[src/rtl/conf_reg_responder.sv]
// CONF write-channel responder: writes land in a shadow bank, COMMIT copies shadow to active.
// Define CONF_LOCK_EN to add the LOCK register at address 14 that blocks shadow/commit writes.
module conf_reg_responder #(
    parameter int ADDR_W      = 4,
    parameter int DATA_W      = 14,
    parameter int NUM_REGS    = 14,
    parameter int BUSY_CYCLES = 1
) (
    input  logic              clk,
    input  logic              rst,
    input  logic [ADDR_W-1:0] c_addr,
    input  logic [DATA_W-1:0] c_data,
    input  logic              c_valid,
    output logic              c_ready,
    input  logic [ADDR_W-1:0] rd_addr,
    output logic [DATA_W-1:0] rd_data,
    output logic              cfg_update,
    output logic              cfg_pending,
    output logic              wr_err
);
    localparam int CNT_W = (BUSY_CYCLES > 0) ? $clog2(BUSY_CYCLES + 1) : 1;
    localparam logic [ADDR_W-1:0] COMMIT_ADDR = ADDR_W'(15);
    localparam logic [CNT_W-1:0]  BUSY_LOAD   = CNT_W'(BUSY_CYCLES);

    typedef enum logic [1:0] {INIT, IDLE, BUSY, COMMIT} state_t;

    state_t            state, next_state;
    logic [CNT_W-1:0]  busy_cnt;
    logic [DATA_W-1:0] shadow [NUM_REGS];
    logic [DATA_W-1:0] active [NUM_REGS];
    logic              commit_sel;
    logic              accept, is_reg, is_commit, is_lock, locked;
    logic              do_reg_wr, do_commit, do_err;
    logic [DATA_W-1:0] rd_next;

`ifdef CONF_LOCK_EN
    localparam logic [ADDR_W-1:0] LOCK_ADDR = ADDR_W'(14);
    logic lock_q;

    // The lock register itself is always writable so a locked bank can be released.
    always_ff @(posedge clk) begin
        if (rst)
            lock_q <= 1'b0;
        else if (accept && is_lock)
            lock_q <= c_data[0];
    end

    assign locked  = lock_q;
    assign is_lock = (c_addr == LOCK_ADDR);
`else
    assign locked  = 1'b0;
    assign is_lock = 1'b0;
`endif

    always_comb begin
        accept    = c_valid && c_ready;
        is_reg    = (c_addr < ADDR_W'(NUM_REGS));
        is_commit = (c_addr == COMMIT_ADDR);
        do_reg_wr = accept && is_reg && !locked;
        do_commit = accept && is_commit && !locked;
        do_err    = accept && !do_reg_wr && !do_commit && !is_lock;
    end

    always_comb begin
        next_state = state;
        case (state)
            INIT:   next_state = IDLE;
            IDLE: begin
                if (do_commit)
                    next_state = COMMIT;
                else if (accept && BUSY_CYCLES > 0)
                    next_state = BUSY;
            end
            BUSY: begin
                if (busy_cnt <= CNT_W'(1))
                    next_state = IDLE;
            end
            COMMIT: next_state = IDLE;
            default: next_state = INIT;
        endcase
    end

    always_comb begin
        rd_next = '0;
        for (int i = 0; i < NUM_REGS; i++) begin
            if (rd_addr == ADDR_W'(i))
                rd_next = active[i];
        end
`ifdef CONF_LOCK_EN
        if (rd_addr == LOCK_ADDR)
            rd_next = DATA_W'(lock_q);
`endif
    end

    // c_ready is registered from the next state so it is high exactly while in IDLE.
    always_ff @(posedge clk) begin
        if (rst) begin
            state       <= INIT;
            c_ready     <= 1'b0;
            busy_cnt    <= '0;
            commit_sel  <= 1'b0;
            rd_data     <= '0;
            cfg_update  <= 1'b0;
            cfg_pending <= 1'b0;
            wr_err      <= 1'b0;
            for (int i = 0; i < NUM_REGS; i++) begin
                shadow[i] <= '0;
                active[i] <= '0;
            end
        end else begin
            state      <= next_state;
            c_ready    <= (next_state == IDLE);
            cfg_update <= 1'b0;
            wr_err     <= do_err;
            rd_data    <= rd_next;

            if (accept)
                busy_cnt <= BUSY_LOAD;
            else if (state == BUSY && busy_cnt != '0)
                busy_cnt <= busy_cnt - CNT_W'(1);

            if (do_commit)
                commit_sel <= c_data[0];

            if (do_reg_wr) begin
                cfg_pending <= 1'b1;
                for (int i = 0; i < NUM_REGS; i++) begin
                    if (c_addr == ADDR_W'(i))
                        shadow[i] <= c_data;
                end
            end

            // Commit publishes shadow; discard rolls shadow back to the active values.
            if (state == COMMIT) begin
                cfg_pending <= 1'b0;
                if (commit_sel) begin
                    cfg_update <= 1'b1;
                    for (int i = 0; i < NUM_REGS; i++)
                        active[i] <= shadow[i];
                end else begin
                    for (int i = 0; i < NUM_REGS; i++)
                        shadow[i] <= active[i];
                end
            end
        end
    end

endmodule
[config.mk]
export PLATFORM = sky130hd
export DESIGN_NAME = conf_reg_responder
export DESIGN_NICKNAME = d
export VERILOG_FILES = /design/src/rtl/conf_reg_responder.sv
export SDC_FILE = /design/constraint.sdc
export NUM_CORES = 1
export LEC_CHECK = 0
export BUFFER_PORTS_ARGS = -buffer_cell sky130_fd_sc_hd__buf_4
export CELL_PAD_IN_SITES_DETAIL_PLACEMENT = 1
export CELL_PAD_IN_SITES_GLOBAL_PLACEMENT = 1
export CORE_ASPECT_RATIO = 1.1
export CORE_MARGIN = 4
export CORE_UTILIZATION = 52
export CTS_CLUSTER_DIAMETER = 120
export DETAILED_ROUTE_END_ITERATION = 10
export GPL_TIMING_DRIVEN = 0
export PLACE_DENSITY = 0.77
export SYNTH_ARGS = -nofsm -noshare
export SYNTH_HDL_FRONTEND = slang
export SYNTH_SLANG_ARGS = --single-unit
[constraint.sdc]
create_clock -name clk -period 5.4 [get_ports clk]
set_clock_uncertainty 0.1 [all_clocks]
set_input_delay 0.54 -clock clk [delete_from_list [all_inputs] [get_ports clk]]
set_output_delay 0.54 -clock clk [all_outputs]
set_load 0.005 [all_outputs]
==> results.ini <==
[die]
core_sq_um=34200
chipHeight_um=203.3
rows=71
die_area_sq_um=37720
io_pins=43
die_w_um=185.5
initial_utilization=0.5272

[clocking]
cts_resized=0
numCtsBuffers=43
clk_path_buf_depth=3
cts_num_sinks=413
postCtsSetupBuffers=0
cts_hold_buf=0
clk_pin_slew_ps=60
h-tree-depth=2
clk_latency_ps=580
cts_tree=built
clock-root-buffer=clkbuf_16

[power_and_ir_drop]
p_sw_uw=1719
p_per_area_nw_per_um2=363.1
vdd_ir_drop_max_mv=0.4078
p_seq_frac=0.499
p_int_uw=5785
switching_share=0.2291
power_uw=7504
power_leakage_uw=0.007670
combPwrFrac=0.062
clkPwrFrac=0.439

[run]
max_cap_violations=0

[final_layout]
final_cell_mix=392 x edfxtp_1, 151 x nand2_1, 140 x and2_1, 100 x a22o_1, 69 x nor2b_1
drive_gt1_frac=0.1523
area_delta_synth_final_pct=14.62
fin_cells=1889
final_common_cell=edfxtp_1
final.fill_count=3216
num_antenna_cells=0
fin_nets=1442

[setup_path]
crit_required_ps=5530
startpoint_type=input pin
crit_path_top_delay_cell=buf_1
cp_max_fo=60
cp.buffers_inverters=7
slowest_delay_ps=590
crit_arrival_ps=3650
regToRegStartpoint=c_ready
cp-end-kind=register
crit_family=buffers and inverters
crit_start=rst
crit_chain=buf_4 -> clkbuf_1 -> buf_2 -> buf_1 -> a31o_4 -> buf_16 -> buf_16 -> buf_16
worstSetupPathType=in2reg
cpMostUsedCell=buf_16

[global_routing]
antenna_found_initial=0
grt_usage=0.3174
grt_max_degree=61
grt_pass1_wl_um=86420
grt_pass1_vias=12960
grt.overflow.total=0

[route]
post_drt_wl_per_cell_um=31.73
vias=12450
drt_iter0_markers=1516
drc=0
wl_um=59940
firstDrtPassIters=7
ant_nets=0
drt-vias-per-instance=6.589

[yosys]
synthesis.nets=1346
synthFlopType=edfxtp_1
synth_top_cell_by_area=edfxtp_1
async_flop_share=0
synth_edf_count=392
syn_inst=1321
synth.avg_cell_area_sq_um=13.65
synth_cell_types=62
yosysTopAreaCellShare=0.6529
synth_area_leaders=edfxtp_1 65%, a22o_1 4.9%, and2_1 4.9%, nand2_1 3.1%, a32o_1 2.4%
ys_ff_latch=413
netlist_area_sq_um=18030
yosysSeqAreaShare=0.6762
yosys_warnings=0

[timing]
tightest_slew_ps=1488
maxSlewHeadroom=0.007841
slew_violations=0
min_period_ps=3518
timing.setup.tns_ps=0
hold_violations=0
finalCritPeriodShare=0.6514
timing.hold.ws_ps=187.3
rsz0062_at_grt=false
setup_viol=0
layout_setup_ws_ps=1882
max_freq_mhz=284.3

[placement]
portBuffers=39
placedCellCount=1810
dp_hpwl_um=41050
gp_congestion=0.9544
place_ws_ps=1309

[min_path]
min_from=c_data[10]
hp-class=in2reg

[status]
status=finished, final reports clean

## area by class of cell
class                   instances  area, sq um  share of cell area
flip-flops and latches        413        12190              0.5899
well taps                     438        548.0             0.02652
clock buffers                  53         1250             0.06048
multi-input cells             796         5333              0.2580
plain buffers                 112        555.5             0.02688
repair buffers                 51        476.7             0.02307
clock inverters                26        311.5             0.01508
## power groups by stage
stage               clock (uW)  combinational [uW]  sequential, uW
floorplan                    0                 243            3770
global placement             0                 419            3820
detailed placement           0                 454            3810
CTS                       3300                 456            3740
global route              3430                 487            3750
finish                    3290                 466            3750
## registers in the layout, summed over array words and instances, names as in the netlist
register,cells
active,196
c_ready,1
cfg_pending,1
cfg_update,1
commit_sel,1
rd_data,14
shadow,196
state,2
wr_err,1
## metal layers
layer | track usage | wire (um) | share of wire
met5 | 0 | 0 | 0
met4 | 0.1866 | 4241 | 0.071
met3 | 0.05244 | 4227 | 0.071
met2 | 0.5101 | 28410 | 0.47
met1 | 0.4077 | 23060 | 0.38
## through the flow
stage	area (sq um)	util
after floorplan	18030	-
after global routing	20670	0.6042
final	20670	0.6042
after CTS	20670	0.6042
after global placement	18870	0.5517
after detailed placement	19100	0.5586
## worst register-to-register path: stages (launching register included)
cell and delay (ps):
dfxtp_1 460, nand2_1 160, nor2_1 110, nand2_1 200, nor3_1 690, buf_2 370
nand2b_1 620
## cells by family after synthesis
logic type,synth area share
and+or+nand+nor,0.1354
DFF,0.6762
AOI/OAI and AO/OA,0.1316
buffers and inverters,0.03081
muxes,0.02602
## cell usage after synthesis (all sizes together), types with 2 or more instances
master / number
or2: 9
mux2i: 21
and3b: 2
a211oi: 11
a311o: 6
nor3: 9
dfxtp: 21
and3: 2
mux4: 4
nand2: 151
o21ai: 43
o2111ai: 2
o21a: 2
a21oi: 25
a32o: 44
a21o: 4
a31oi: 7
edfxtp: 392
a211o: 4
a22oi: 12
a22o: 100
nor2: 44
a2bb2oi: 2
and2: 140
o22ai: 13
nand2b: 9
nor3b: 5
o41ai: 2
o31ai: 2
or3: 3
a221oi: 4
o221ai: 12
nand3: 2
buf: 54
o32ai: 2
o211ai: 2
nand3b: 2
o32a: 2
nor2b: 70
mux2: 14
clkbuf: 58
## worst paths after layout
path                        end  slack, ps  cells past startpoint
hold reg to reg   active[0][32]        420                      1
hold / removal    shadow[0][66]        190                      2
setup / recovery  active[0][71]       1880                      8
setup reg to reg   shadow[1][0]       2310                      6
Note: power is estimated with default switching activity, not from simulation.
